===== config.mk =====
export PLATFORM = sky130hd
export DESIGN_NAME = pc_fetch
export DESIGN_NICKNAME = d
export VERILOG_FILES = /design/src/rtl/pc_fetch_pkg.sv /design/src/rtl/pc_fetch.sv
export SDC_FILE = /design/constraint.sdc
export NUM_CORES = 1
export LEC_CHECK = 0
export ABC_AREA = 1
export CORE_MARGIN = 3
export CORE_UTILIZATION = 47
export DETAILED_ROUTE_END_ITERATION = 8
export PLACE_DENSITY = 0.83
export SYNTH_ARGS = -nofsm -noshare
export SYNTH_HDL_FRONTEND = slang
export SYNTH_SLANG_ARGS = --single-unit

===== constraint.sdc =====
create_clock -name clk -period 3.15 [get_ports clk]
set_input_delay 0.315 -clock clk [delete_from_list [all_inputs] [get_ports clk]]
set_output_delay 0.315 -clock clk [all_outputs]
set_load 0.05 [all_outputs]

===== src/rtl/pc_fetch_pkg.sv =====
// pc_fetch_pkg: shared constants and state encodings
// for the instruction-fetch stage.
package pc_fetch_pkg;

    localparam logic [31:0] InitialPc = 32'h0000_0000;
    localparam logic [31:0] ZeroWord  = 32'h0000_0000;

    localparam logic Stop   = 1'b1;
    localparam logic NoStop = 1'b0;

    // stall vector bit positions
    localparam int StallPc = 0;
    localparam int StallIf = 1;
    localparam int StallId = 2;

    localparam int FetchStateBus = 2;

    typedef enum logic [FetchStateBus-1:0] {
        FetchReset = 2'd0,
        FetchFetch = 2'd1,
        FetchHeld  = 2'd2,
        FetchDrain = 2'd3
    } fetch_state_e;

    function automatic logic [31:0] seq_pc(input logic [31:0] pc);
        return pc + 32'd4;
    endfunction

endpackage


===== src/rtl/pc_fetch.sv =====
// pc_fetch: instruction-fetch stage. Owns the PC, runs a
// single-outstanding imem handshake and feeds IF/ID.
module pc_fetch
    import pc_fetch_pkg::*;
(
    input  logic        clk,
    input  logic        rst,
    input  logic [5:0]  stall,
    input  logic        flush,
    input  logic [31:0] new_pc,
    input  logic        branch_flag,
    input  logic [31:0] branch_target_addr,
    output logic        imem_req,
    output logic [31:0] imem_addr,
    input  logic        imem_ack,
    input  logic [31:0] imem_rdata,
    output logic [31:0] if_pc,
    output logic [31:0] if_inst,
    output logic        stallreq_if
);

    fetch_state_e state;
    fetch_state_e state_nxt;

    logic [31:0] skid;
    logic [31:0] pend_pc;
    logic [31:0] drain_pc;
    logic        pend_vld;
    logic        discard;

    logic        fetch_ack;
    logic        have;
    logic        consume;
    logic        advance;
    logic        busy;
    logic [31:0] word;
    logic [31:0] redirect;

    logic        stall_unused;
    assign stall_unused = ^stall[5:3];

    assign imem_addr = if_pc;

    // Decode which word is available and whether the PC moves.
    always_comb begin
        fetch_ack = (state == FetchFetch) && imem_ack;
        have      = fetch_ack || (state == FetchHeld);
        word      = (state == FetchHeld) ? skid : imem_rdata;
        consume   = have && (stall[StallIf] == NoStop);
        advance   = consume && (stall[StallPc] == NoStop);
        busy      = imem_req && !imem_ack;
        if (branch_flag)
            redirect = branch_target_addr;
        else if (pend_vld)
            redirect = pend_pc;
        else
            redirect = seq_pc(if_pc);
    end

    // State register.
    always_ff @(posedge clk) begin
        if (!rst)
            state <= FetchReset;
        else
            state <= state_nxt;
    end

    // Next-state logic; flush overrides normal sequencing.
    always_comb begin
        state_nxt = state;
        if (flush) begin
            state_nxt = busy ? FetchDrain : FetchFetch;
        end else begin
            unique case (state)
                FetchReset:
                    state_nxt = FetchFetch;
                FetchFetch:
                    if (imem_ack && stall[StallIf] == Stop)
                        state_nxt = FetchHeld;
                FetchHeld:
                    if (stall[StallIf] == NoStop)
                        state_nxt = FetchFetch;
                FetchDrain:
                    if (imem_ack)
                        state_nxt = FetchFetch;
                default:
                    state_nxt = FetchReset;
            endcase
        end
    end

    // Handshake outputs; a draining fetch never stalls the pipe.
    always_comb begin
        imem_req    = (state == FetchFetch) ||
                      (state == FetchDrain);
        discard     = (state == FetchDrain);
        stallreq_if = imem_req && !imem_ack && !discard;
    end

    // PC, IF/ID word, skid buffer and redirect registers.
    always_ff @(posedge clk) begin
        if (!rst) begin
            if_pc    <= InitialPc;
            if_inst  <= ZeroWord;
            skid     <= ZeroWord;
            pend_vld <= 1'b0;
            pend_pc  <= InitialPc;
            drain_pc <= InitialPc;
        end else if (flush) begin
            if_inst  <= ZeroWord;
            skid     <= ZeroWord;
            pend_vld <= 1'b0;
            if (busy)
                drain_pc <= new_pc;
            else
                if_pc <= new_pc;
        end else begin
            if (discard && imem_ack)
                if_pc <= drain_pc;
            else if (advance)
                if_pc <= redirect;

            if (advance) begin
                pend_vld <= 1'b0;
            end else if (branch_flag) begin
                pend_vld <= 1'b1;
                pend_pc  <= branch_target_addr;
            end

            if (fetch_ack && stall[StallIf] == Stop)
                skid <= imem_rdata;

            if (consume)
                if_inst <= word;
            else if (state != FetchReset &&
                     !(stall[StallIf] == Stop &&
                       stall[StallId] == Stop))
                if_inst <= ZeroWord;
        end
    end

endmodule


---- After elaboration in Yosys (flattened, before gate mapping) ----
Index checks and enable logic that the tools add are counted.
word-level totals
  input port bits ......................... 107
  word-level logic and storage cells ...... 60
  register bits after elaboration ......... 163
operators by class
  multiplexer cells ....................... 15
  reductions and logical operators ........ 25
  add/subtract/negate cells ............... 1
  eq/ne operators ......................... 7
  bitwise logic cells ..................... 5
operators with widths
  kind                                                    number
  two-way mux 32 bit                                      9
  adder 32 x 3 -> 32 bit (second input constant)          1
  logical AND 1 bit                                       10
  two-way mux 2 bit                                       5
  one-hot mux 2 bit (4 select lines)                      1
  inequality test 3 bit (second input constant)           2
  AND reduction 3 bit                                     2
  inverter 1 bit                                          5
  equality test 2 bit (second input constant)             2
  AND reduction 2 bit                                     2
  nonzero test 2 bit                                      2
  logical NOT 1 bit                                       3
  inequality test 3 x 2 -> 1 bit (second input constant)  1
  nonzero test 3 bit                                      1
  OR reduction 3 bit                                      1
  equality test 2 x 1 -> 1 bit (second input constant)    1
  logical NOT 2 bit                                       1
  logical OR 1 bit                                        2
  inequality test 2 bit (second input constant)           1
  OR reduction 2 bit                                      1

---- Logic depth before layout (Yosys ltp) ----
Gate-level depths: netlist of run 1.
  depth in word-level cells ............... 8
  gate-level depth with buffers ........... 12
  gate-level depth less buffers ........... 12

---- Least setup slack after synthesis of run 1 ----
No wires, ideal clock.
  kind .................................... register -> register
  start ................................... register if_pc[3]
  end ..................................... register if_pc[20]
  data required time ...................... 3,018 ps
  period minus slack after synthesis ...... 2,167 ps
  library setup time ...................... 132 ps
  path slack .............................. 983 ps
  stages on the path, launching flop included .. 13
  arrival time ............................ 2,035 ps
  path buffers ............................ 0
  cells stage by stage .................... dfxtp_1 ha_1 nand2_1 nor2_1 nand2_1 nor2_2 nand2_1 nand2_1 nand2_1 o21ai_1 nand2_1 nand2_1 a21oi_1
on the way
  word-level cells in the longest chain between the ends .. 6
ends and longest elaborated chain
  item                      line                source
  start: declaration        pc_fetch.sv:17      output logic [31:0] if_pc,
  start signal: assignment  pc_fetch.sv:103     if_pc <= InitialPc;
  start signal: assignment  pc_fetch.sv:116     if_pc <= new_pc;
  start signal: assignment  pc_fetch.sv:119     if_pc <= drain_pc;
  adder 32 x 3 -> 32 bit    pc_fetch_pkg.sv:26  return pc + 32'd4;
  two-way mux 32 bit        pc_fetch.sv:54      else if (pend_vld)
  two-way mux 32 bit        pc_fetch.sv:52      if (branch_flag)
  two-way mux 32 bit        pc_fetch.sv:120     else if (advance)
  two-way mux 32 bit        pc_fetch.sv:118     if (discard && imem_ack)
  two-way mux 32 bit        pc_fetch.sv:109     end else if (flush) begin
No other way between the ends. The select of a mux whose other input is x is not followed.
A chain may end at the register's enable or synchronous reset.

---- Worst setup path after layout of run 1 ----
  start ................................... register state[1]
  end ..................................... register pend_pc[31]
on the way
  word-level cells in the longest chain between the ends .. 7
ends and longest elaborated chain
  item                             line             source
  start: declaration               pc_fetch.sv:22   fetch_state_e state;
  start signal: assignment         pc_fetch.sv:63   state <= FetchReset;
  start signal: assignment         pc_fetch.sv:65   state <= state_nxt;
  equality test 2 x 1 -> 1 bit     pc_fetch.sv:46   fetch_ack = (state == FetchFetch) && imem_ack;
  logical AND 1 bit                pc_fetch.sv:46
  logical OR 1 bit *               pc_fetch.sv:47   have = fetch_ack || (state == FetchHeld);
  logical AND 1 bit *              pc_fetch.sv:49   consume = have && (stall[StallIf] == NoStop);
  logical AND 1 bit *              pc_fetch.sv:50   advance = consume && (stall[StallPc] == NoStop);
  inverter 1 bit (no line) *       --
  AND reduction 3 bit (no line) *  --
  end signal: assignment           pc_fetch.sv:107  pend_pc <= InitialPc;
  end signal: assignment           pc_fetch.sv:127  pend_pc <= branch_target_addr;
  end: declaration                 pc_fetch.sv:26   logic [31:0] pend_pc;
Every way passes the cells marked *; elsewhere a longest branch is shown, timed or not.

==> results of run 1 <==
## registers in the layout, summed over array words and instances, names as in the netlist
register  cells
if_inst      32
state         2
if_pc        32
pend_pc      32
drain_pc     32
pend_vld      1
skid         32
## per-stage QoR
stage / power, mW / hold slack (ps) / instance area (um^2)
after floorplan: 3.055 / 423.5 / 8356
after global placement: 3.441 / 433.8 / 10220
after detailed placement: 3.459 / 441.9 / 10220
after CTS: 5.535 / 453.3 / 10820
after global routing: 5.714 / 470.0 / 10820
final: 5.507 / 451.4 / 10820
## worst max-delay path by stage
stage | slack (ps) | start | cells after the start | to
final | 620 | state[1]$_SDFFE_PN0P_ | 7 | pend_pc[31]$_SDFFE_PN0P_
after global routing | 280 | state[1]$_SDFFE_PN0P_ | 7 | pend_pc[0]$_SDFFE_PN0P_
after floorplan | 980 | if_pc[3]$_SDFFE_PN0P_ | 12 | if_pc[20]$_SDFFE_PN0P_
after CTS | 650 | state[1]$_SDFFE_PN0P_ | 7 | pend_pc[31]$_SDFFE_PN0P_
after global placement | 490 | imem_ack | 7 | pend_pc[31]$_SDFFE_PN0P_
after detailed placement | 410 | imem_ack | 7 | pend_pc[31]$_SDFFE_PN0P_
## cells in the mapped netlist (3+ instances only)
cell type	instances	area (um^2)
o211ai_1	3	22.52
dfxtp_1	163	3263
o21ai_0	119	595.6
nand3_1	27	135.1
a21oi_1	138	690.7
inv_1	75	281.5
or2_2	5	31.28
nand2_1	268	1006
a31oi_1	3	18.77
buf_1	5	18.77
clkbuf_1	48	180.2
buf_6	3	33.78
nor3_1	7	35.03
mux2_2	23	259.0
nor2_1	208	780.8
nor2_2	5	31.28
o221ai_1	5	43.79
a211oi_1	24	180.2
buf_2	19	95.09
o22ai_1	5	31.28
o21ai_1	6	30.03
nand4_1	16	100.1
nand3b_1	9	67.56
buf_4	32	240.2
## cells by family (layout without fill, tap and decap cells)
| family | Yosys count | after routing |
|---|---|---|
| AND/OR/NAND/NOR | 552 | 552 |
| AO/OA/AOI/OAI | 311 | 311 |
| buffers and inverters | 185 | 329 |
| flip-flops | 163 | 163 |
| multiplexers | 23 | 23 |
| XOR/XNOR | 2 | 2 |
| adder cells (fa/ha/maj) | 1 | 1 |
## worst min-delay path: cells and delay by family (launching register included)
kind / cells / cell delay [ps]
flops: 1 / 300
buf+inv: 1 / 60
compound gates: 1 / 50
## where the power goes
| group | internal [mW] | switching, mW | total, mW |
|---|---|---|---|
| Combinational | 0.430 | 0.721 | 1.15 |
| Clock | 1.13 | 0.950 | 2.08 |
| Sequential | 2.16 | 0.112 | 2.27 |
## final cells by class
cell class                      count  share of cell area, %
Multi-Input combinational cell    889                  39.17
Sequential cell                   163                  30.17
Timing Repair Buffer              219                  19.85
Clock buffer                       17                  3.933
Inverter                           78                  2.718
Tap cell                          225                  2.603
Clock inverter                     15                  1.562
## routing by layer
layer,part of all wire (%),vias up,GRT usage (%),routed length (um)
met5,0,-,0,0
met4,2.1,0,7.570,543
met3,11,35,8.144,2887
met2,45,440,41.37,11650
met1,41,3949,34.28,10530
li1,-,4308,-,-
==> impl_results.md, run 1 <==
- TritonCTS clock tree: done
- Min setup slack post-route: 620.5 ps
- Reg2reg end: pend_pc[31]$_SDFFE_PN0P_
- Clk_lat worst skew: 430 ps
- Vias after detailed routing: 8,732
- Leak pwr: 4.125 nW
- Final Wtd Congestion: 0.9763
- Chip Height: 139.3 um
- Max Fanout on Critical Path: 52
- Main combinational cell family by area after synthesis: simple AND/OR/NAND/NOR gates
- Reg2reg start: state[1]$_SDFFE_PN0P_
- Boundary pin count: 205
- Syn Area/Cell: 6.755 um^2
- DRC violations left: 0
- Starting density of the core: 48.14%
- Arrival time worst endpoint: 2810 ps
- Worst hold path class: register to register
- Mux contribution to synthesized area: 3.100%
- Worst path slowest cell: nand3_2
- Layout area overhead: 29.45%
- Post-Synth Adder-Cell Area: 0.1497%
- Critical Path RT: 3430 ps
- HP Start: skid[15]$_SDFFE_PP0P_
- Placed insts: 1,574
- Max incr delay on CP: 810 ps
- RSZ-0062 raised after global routing: false
- Worst setup EP type: register
- Hold Path Stages: 2
- Prevailing post-synth register cell: dfxtp_1
- Post-synthesis sequential area ratio: 39.05%
- Nets: 1,476
- Post-CTS Setup Repair Bufs: 0
- Top cell family by delay on the critical path: simple AND/OR/NAND/NOR gates
- Synth Warn #: 0
- Clock root buffer master: clkbuf_16
- Most frequent cells in the layout: nand2_1 (268), nor2_1 (207), clkdlybuf4s50_1 (201)
- Final Cycle Share: 80.30%
- CP bufs+invs: 0
- Final WL: 25.60 mm
- N_diodes: 0
- Final Max Slew Viols: 0
- WHS Endpoint: skid[15]$_SDFFE_PP0P_
- Area share of xor/xnor cells in the synthesized design: 0.2096%
- Hold_buf cts: 0
- Worst-path clk slew: 70 ps
- Clock skew: 8.273 ps
- PortBufs: 201
- Netlist cell types: 41
- Commonest non-fill, non-tap cell in the layout: nand2_1
- Final core occ: 62.32%
- Largest net degree at the start of global routing: 59
- #FFs+latches synth: 163
- Status: finished clean
- Max Freq: 395.3 MHz
- Post-layout min period: 2530 ps
- Post-synthesis simple-gate area fraction: 26.91%
- CP cell instances: nor2_4 -> nand2_1 -> a21oi_4 -> nand2_2 -> nand3_2 -> o21ai_0 -> a21oi_1
- Total grt overflow: 0
- DR iter-0 viols: 728
- Vias in the first global route: 8,267
- Synth Area in Compound Gates: 20.26%
- Tightest Pin Transition: 1223 ps
- Share of cells above drive strength 1: 6.951%
- Peak VDD IR: 0.4113 mV
- Clock Sinks: 163
- Total Neg Setup Slack: 0 ps
- Reg2Reg Setup Slack: 620 ps
- Number of enable flip-flop cells after synthesis: 0
- DRT Pass-1 Iters: 5
- Routed vias/inst: 5.437
- Final ANT Viol Nets: 0
- CTS resizes: 0
- Non-Filler Instances: 1,606
- DIE WIDTH: 139.3 um
- Multi-input gate area: 4237 um^2
- Worst r2r path cells: 7
- Max-cap violations: 0
- CTS HTree Levels: 4
- Power Dens Cells: 509.1 nW/um^2
- Final Hold Fails: 0
- Setup CP Type: register to register
- CTS Buf Count: 17
- Global-route wire length before repair: 41.72 mm
- Core ar.: 17,360 um^2
- Post-synth net total: 1,345
- GR Util All Layers: 26.06%
- Worst rel slew slack: 18.41%
- Syn Std Cell Area: 8356 um^2
- Hpwl dp: 17.32 mm
- Async SR Flop Fraction: 0%
- Die area: 19,410 um^2
- Setup-failing EPs final: 0
- Register area: 3263 um^2
- Cell count after synthesis: 1,237
- Fill cell count: 1,523
- Avg WL per Cell: 15.94 um
- Maximum clock insertion buffer count: 2
- Rows: 48
- Crit start category: register
- DP Worst Slack: 408.8 ps
- Initial antenna violation count: 0
(Power assumes the default switching activity.)
==> run 2, diff against run 1 <==
- clock period: 3.15 -> 2.54 ns (I/O delays scaled with it)
==> run 2 against run 1 <==
Against the previous run:
- sequential cell count unchanged
- critical path depth down 2
- count of clock-buffer cells in the layout unchanged
- routed wire length up 0.21%
- sequential power up 24%
- die area unchanged
- clock power up 22%
- design area up 0.93%
- clock skew down 0.85 ps
- critical endpoint is now stallreq_if
- register-to-register slack worse by 150 ps
- first-iteration DRC count up 3.7%
- global-route usage down 0.17 points
==> impl_results.md, run 2 (synthesis results as in run 1) <==
- Tightest Pin Transition: 683.1 ps (was 1223 ps)
- Worst r2r path cells: 9 (was 7)
- Final Cycle Share: 90.17%
- CTS HTree Levels: 4 (unchanged)
- Internal power: 4.550 mW (was 3.724 mW)
- DRC violations left: 0 (unchanged)
- CP bufs+invs: 3 (was 0)
- Clock share of power: 37.2% (was 37.8%)
- Final Hold Fails: 0 (unchanged)
- Hold WS: 418.5 ps (was 451.4 ps)
- CP cell instances: inv_2 -> nor2_1 -> inv_1 -> nor2_1 -> clkdlybuf4s50_1 (was nor2_4 -> nand2_1 -> a21oi_4 -> nand2_2 -> nand3_2 -> o21ai_0 -> a21oi_1)
- CTS Buf Count: 17 (unchanged)
- Clk_lat worst skew: 430 ps (about the same)
- Vias in the first global route: 8,296 (was 8,267)
- Rows: 48 (unchanged)
- Reg2reg end: if_pc[17]$_SDFFE_PN0P_ (was pend_pc[31]$_SDFFE_PN0P_)
- Placed insts: 1,584 (was 1,574)
- TritonCTS clock tree: done (unchanged)
- Multi-input gate area: 4237 um^2 (unchanged)
- Largest net degree at the start of global routing: 59 (unchanged)
- Max-cap violations: 0 (unchanged)
- Setup CP Type: register to output pin (was register to register)
- DRT Pass-1 Iters: 6 (was 5)
- Worst path slowest cell: clkdlybuf4s50_1 (was nand3_2)
- N_diodes: 0 (unchanged)
- Power Dens Cells: 622.8 nW/um^2 (was 509.1 nW/um^2)
- Global-route wire length before repair: 41.44 mm (was 41.72 mm)
- Reg2reg start: if_pc[6]$_SDFFE_PN0P_ (was state[1]$_SDFFE_PN0P_)
- Hold_buf cts: 0 (unchanged)
- Crit path from: state[0]$_SDFFE_PN0P_ (was state[1]$_SDFFE_PN0P_)
- Total grt overflow: 0 (unchanged)
- CTS resizes: 0 (unchanged)
- Hpwl dp: 17.47 mm (was 17.32 mm)
- Worst hold path class: primary input to register (was register to register)
- Clock Sinks: 163 (unchanged)
- HP Start: imem_rdata[16] (was skid[15]$_SDFFE_PP0P_)
- WHS Endpoint: skid[16]$_SDFFE_PP0P_ (was skid[15]$_SDFFE_PP0P_)
- Die area: 19,410 um^2 (unchanged)
- Setup-failing EPs final: 0 (unchanged)
- CP most frequent cell: nor2_1
- Layout area overhead: 30.65% (was 29.45%)
- Chip Height: 139.3 um (unchanged)
- Nets: 1,486 (was 1,476)
- DR iter-0 viols: 755 (was 728)
- Initial antenna violation count: 1 (was 0)
- Commonest non-fill, non-tap cell in the layout: nand2_1 (unchanged)
- Status: finished clean (unchanged)
- Critical Path RT: 2290 ps (was 3430 ps)
- Boundary pin count: 205 (unchanged)
- DIE WIDTH: 139.3 um (unchanged)
- Net Sw Frac: 33.08% (was 32.38%)
- Final Wtd Congestion: 0.9697 (was 0.9763)
- Max incr delay on CP: 810 ps (about the same)
- Max Fanout on Critical Path: 5 (was 52)
- Min setup slack post-route: 249.8 ps (was 620.5 ps)
- Max Freq: 436.6 MHz
- P_sw: 2.249 mW (was 1.783 mW)
- Worst-path clk slew: 80 ps (was 70 ps)
- Worst rel slew slack: 54.46% (was 18.41%)
- RSZ-0062 raised after global routing: false (unchanged)
- Final core occ: 62.90% (was 62.32%)
- GR Util All Layers: 25.89% (was 26.06%)
- Routed vias/inst: 5.463 (was 5.437)
- Logic pwr share: 21.3% (was 20.9%)
- Most frequent cells in the layout: nand2_1 (268), nor2_1 (207), clkdlybuf4s50_1 (201) (unchanged)
- Top cell family by delay on the critical path: buffers and inverters (was simple AND/OR/NAND/NOR gates)
- Post-CTS Setup Repair Bufs: 0 (unchanged)
- PortBufs: 201 (unchanged)
- DP Worst Slack: 374.0 ps (was 408.8 ps)
- Final ANT Viol Nets: 0 (unchanged)
- Non-Filler Instances: 1,616 (was 1,606)
- Total Neg Setup Slack: 0 ps (unchanged)
- Hold Path Stages: 3 (was 2)
- Reg2Reg Setup Slack: 470 ps (was 620 ps)
- Leak pwr: 4.186 nW (was 4.125 nW)
- Sequential power share: 41.5% (was 41.3%)
- Clock skew: 7.421 ps (was 8.273 ps)
- Peak VDD IR: 0.5105 mV (was 0.4113 mV)
- Register area: 3263 um^2 (unchanged)
- Starting density of the core: 48.14% (unchanged)
- Avg WL per Cell: 15.88 um (was 15.94 um)
- Arrival time worst endpoint: 2040 ps (was 2810 ps)
- Final Max Slew Viols: 0 (unchanged)
- Worst setup EP type: output pin (was register)
- Fill cell count: 1,529 (was 1,523)
- Core ar.: 17,360 um^2 (unchanged)
- Share of cells above drive strength 1: 7.620% (was 6.951%)
- Maximum clock insertion buffer count: 2 (unchanged)
- Vias after detailed routing: 8,828 (was 8,732)
- Crit start category: register (unchanged)
- Final WL: 25.66 mm (was 25.60 mm)
- Post-layout min period: 2290 ps
- Clock root buffer master: clkbuf_16 (unchanged)
[run 2: changes by cell type in the layout (fill, tap and decap cells not counted), sizes merged]
cell	change
buf	+10
inv	+2
bufinv	-1
clkinv	-1
[run 2: worst max-delay path by stage]
stage / end / slack (ps) / cells after the start
after detailed placement: if_pc[0]$_SDFFE_PN0P_ / 370 / 8
after CTS: stallreq_if / 230 / 5
final: stallreq_if / 250 / 5
after global placement: if_pc[0]$_SDFFE_PN0P_ / 400 / 8
after floorplan: if_pc[20]$_SDFFE_PN0P_ / 370 / 12
after global routing: stallreq_if / 150 / 5
[run 2: tightest hold or removal path, delay by kind of cell]
kind / cells / cell delay [ps]
buffers and inverters: 1 / 410
AND/OR/NAND/NOR: 2 / 150
[run 2: cell type report]
type | instances | share of cell area [%]
repair buffers | 229 | 20.70
inverters | 78 | 2.693
clock inverters | 15 | 1.433
well taps | 225 | 2.579
multi-input cells | 889 | 38.81
flip-flops and latches | 163 | 29.89
clock buffers | 17 | 3.897
[run 2: through the flow]
| stage | power, mW | instance area (um^2) |
|---|---|---|
| after global routing | 7.082 | 10920 |
| after floorplan | 3.789 | 8356 |
| after global placement | 4.283 | 10330 |
| after CTS | 6.822 | 10920 |
| final | 6.799 | 10920 |
| after detailed placement | 4.307 | 10330 |
[run 2: metal layers]
layer | part of all wire [%] | routed length, um | up-vias | track usage (%)
li1 | - | - | 4332 | -
met1 | 42 | 10660 | 4046 | 34.03
met2 | 46 | 11740 | 412 | 40.43
met3 | 11 | 2749 | 36 | 7.766
met4 | 1.9 | 494 | 2 | 9.423
met5 | 0.051 | 13 | - | 0
[run 2: power by group through the flow]
stage / logic, mW / registers, mW / clock network [mW]
2_1_floorplan: 0.773 / 3.02 / 0
3_3_place_gp: 1.42 / 2.87 / 0
3_5_place_dp: 1.44 / 2.87 / 0
4_1_cts: 1.44 / 2.81 / 2.56
5_1_grt: 1.56 / 2.83 / 2.69
6_report: 1.45 / 2.82 / 2.53
==> run 3, diff against run 2 <==
- PLACE_DENSITY: 0.83 -> 0.84
- TNS_END_PERCENT: unset -> 10
==> run 3 against run 2 <==
Against the previous run:
- hold slack improved by 8.0 ps
- clock power rose by 6%
- sequential power barely moved
- first-iteration DRC count fell by 8.1%
- final cell count unchanged
- global-route usage is 0.22 points lower
- critical path type unchanged
- via count is 1.0% lower
- non-clock buffer count did not move
- routed wire length shrank 0.27%
- largest power group unchanged
==> impl_results.md, run 3 (synthesis results as in run 1) <==
- P_sw: 2.222 mW (was 2.249 mW)
- Clock root buffer master: clkbuf_16 (unchanged)
- RSZ-0062 raised after global routing: false (unchanged)
- Total Neg Setup Slack: 0 ps (unchanged)
- Worst r2r path cells: 9 (unchanged)
- Hold Path Stages: 3 (unchanged)
- Nets: 1,486 (unchanged)
- M3 GR Usage: 8.660% (was 7.766%)
- Internal power: 4.730 mW (was 4.550 mW)
- Reg2reg start: if_pc[6]$_SDFFE_PN0P_ (unchanged)
- Boundary pin count: 205 (unchanged)
- Clk_lat worst skew: 430 ps (about the same)
- M2 GR Usage: 40.25% (was 40.43%)
- DRT Pass-1 Iters: 5 (was 6)
- Global route hottest layer: met2 (unchanged)
- GRT met1 Usage: 33.59% (was 34.03%)
- Vias after detailed routing: 8,736 (was 8,828)
- Reg2Reg Setup Slack: 470 ps (about the same)
- Worst hold path class: primary input to register (unchanged)
- DP Worst Slack: 342.9 ps (was 374.0 ps)
- Reg2reg end: if_pc[17]$_SDFFE_PN0P_ (unchanged)
- Setup-failing EPs final: 0 (unchanged)
- Power Dens Cells: 635.7 nW/um^2 (was 622.8 nW/um^2)
- Final Max Slew Viols: 0 (unchanged)
- Starting density of the core: 48.14% (unchanged)
- Layout area overhead: 30.89% (was 30.65%)
- Core ar.: 17,360 um^2 (unchanged)
- Largest net degree at the start of global routing: 59 (unchanged)
- Hold_buf cts: 0 (unchanged)
- Logic pwr share: 20.8% (was 21.3%)
- N_diodes: 0 (unchanged)
- Clock skew: 6.894 ps (was 7.421 ps)
- Arrival time worst endpoint: 2010 ps (was 2040 ps)
- Final Wtd Congestion: 0.9953 (was 0.9697)
- Worst rel slew slack: 54.28% (was 54.46%)
- Chip Height: 139.3 um (unchanged)
- Multi-input gate area: 4237 um^2 (unchanged)
- HP Start: imem_rdata[20] (was imem_rdata[16])
- Sequential power share: 40.5% (was 41.5%)
- Hpwl dp: 17.67 mm (was 17.47 mm)
- CTS resizes: 0 (unchanged)
- Register area: 3263 um^2 (unchanged)
- Worst setup EP type: output pin (unchanged)
- Hold WS: 426.4 ps (was 418.5 ps)
- Crit start category: register (unchanged)
- Clock share of power: 38.7% (was 37.2%)
- Avg WL per Cell: 15.83 um (was 15.88 um)
- GR Util All Layers: 25.66% (was 25.89%)
- Final Hold Fails: 0 (unchanged)
- Final Cycle Share: 88.96% (was 90.17%)
- DRC violations left: 0 (unchanged)
- Final ANT Viol Nets: 0 (unchanged)
- Clock Sinks: 163 (unchanged)
- Worst-path clk slew: 70 ps (was 80 ps)
- Non-Filler Instances: 1,616 (unchanged)
- Total grt overflow: 0 (unchanged)
- Setup CP Type: register to output pin (unchanged)
- Most frequent cells in the layout: nand2_1 (268), nor2_1 (207), clkdlybuf4s50_1 (201) (unchanged)
- Rows: 48 (unchanged)
- Critical Path RT: 2290 ps (about the same)
- CTS HTree Levels: 4 (unchanged)
- Max Fanout on Critical Path: 5 (unchanged)
- Vias in the first global route: 7,993 (was 8,296)
- Post-CTS Setup Repair Bufs: 0 (unchanged)
- Peak VDD IR: 0.6739 mV (was 0.5105 mV)
- Post-layout min period: 2260 ps (was 2290 ps)
- Final core occ: 63.01% (was 62.90%)
- DR iter-0 viols: 694 (was 755)
- Min setup slack post-route: 280.5 ps (was 249.8 ps)
- Maximum clock insertion buffer count: 2 (unchanged)
- Die area: 19,410 um^2 (unchanged)
- Final WL: 25.59 mm (was 25.66 mm)
- Tightest Pin Transition: 685.8 ps (was 683.1 ps)
- CTS Buf Count: 17 (unchanged)
- Placed insts: 1,584 (unchanged)
- Commonest non-fill, non-tap cell in the layout: nand2_1 (unchanged)
- Global-route wire length before repair: 40.84 mm (was 41.44 mm)
- Fill cell count: 1,504 (was 1,529)
- WHS Endpoint: skid[20]$_SDFFE_PP0P_ (was skid[16]$_SDFFE_PP0P_)
- Routed vias/inst: 5.406 (was 5.463)
- TritonCTS clock tree: done (unchanged)
- Max-cap violations: 0 (unchanged)
- Share of cells above drive strength 1: 7.620% (unchanged)
- Status: finished clean (unchanged)
- DIE WIDTH: 139.3 um (unchanged)
- Leak pwr: 4.196 nW (was 4.186 nW)
- Initial antenna violation count: 1 (unchanged)
- Max Freq: 442.6 MHz (was 436.6 MHz)
- PortBufs: 201 (unchanged)
- Net Sw Frac: 31.96% (was 33.08%)
## run 3: changes by cell type in the layout (fill, tap and decap cells not counted)
cell	previous run	this run
clkinv_4	1	3
buf_4	25	26
inv_8	6	3
clkinvlp_4	1	0
inv_6	4	6
buf_12	3	2
clkinv_2	2	1
clkinv_8	2	1
bufinv_16	0	2
## run 3: critical path, stage by stage, from the launching register on
cell,delay (ps)
dfxtp_1,420
inv_2,90
nor2_1,90
inv_1,80
nor2_1,90
clkdlybuf4s50_1,810
## run 3: how the worst max path moves through the flow
stage                     depth (start not counted)                      to                  start
after floorplan                                  12  if_pc[20]$_SDFFE_PN0P_  if_pc[3]$_SDFFE_PN0P_
after global placement                           11   if_pc[1]$_SDFFE_PN0P_               imem_ack
after detailed placement                         11   if_pc[0]$_SDFFE_PN0P_               imem_ack
after CTS                                         5             stallreq_if  state[0]$_SDFFE_PN0P_
after global routing                              5             stallreq_if  state[0]$_SDFFE_PN0P_
final                                             5             stallreq_if  state[0]$_SDFFE_PN0P_
## run 3: power groups by stage
stage	Clock (mW)	Sequential [mW]	Combinational [mW]
2_1_floorplan	0	3.02	0.773
3_3_place_gp	0	2.87	1.41
3_5_place_dp	0	2.87	1.43
4_1_cts	2.72	2.81	1.44
5_1_grt	2.84	2.83	1.55
6_report	2.69	2.82	1.45
## run 3: area by class of cell
| type | count | share of cell area, % |
|---|---|---|
| multi-input cells | 889 | 38.74 |
| flip-flops and latches | 163 | 29.84 |
| repair buffers | 229 | 20.55 |
| clock buffers | 17 | 3.890 |
| inverters | 78 | 2.688 |
| well taps | 225 | 2.574 |
| clock inverters | 15 | 1.727 |
## run 3: per-stage QoR
stage                     cell area, um^2  total power, mW
after floorplan                      8356            3.789
after global placement              10320            4.279
after detailed placement            10320            4.303
after CTS                           10940            6.976
after global routing                10940            7.228
final                               10940            6.952
## run 3: metal layers
| metal | share of wire [%] | vias up |
|---|---|---|
| met5 | 0.078 | - |
| met1 | 42 | 3978 |
| met3 | 11 | 33 |
| met2 | 46 | 401 |
| li1 | - | 4322 |
| met4 | 1.7 | 2 |
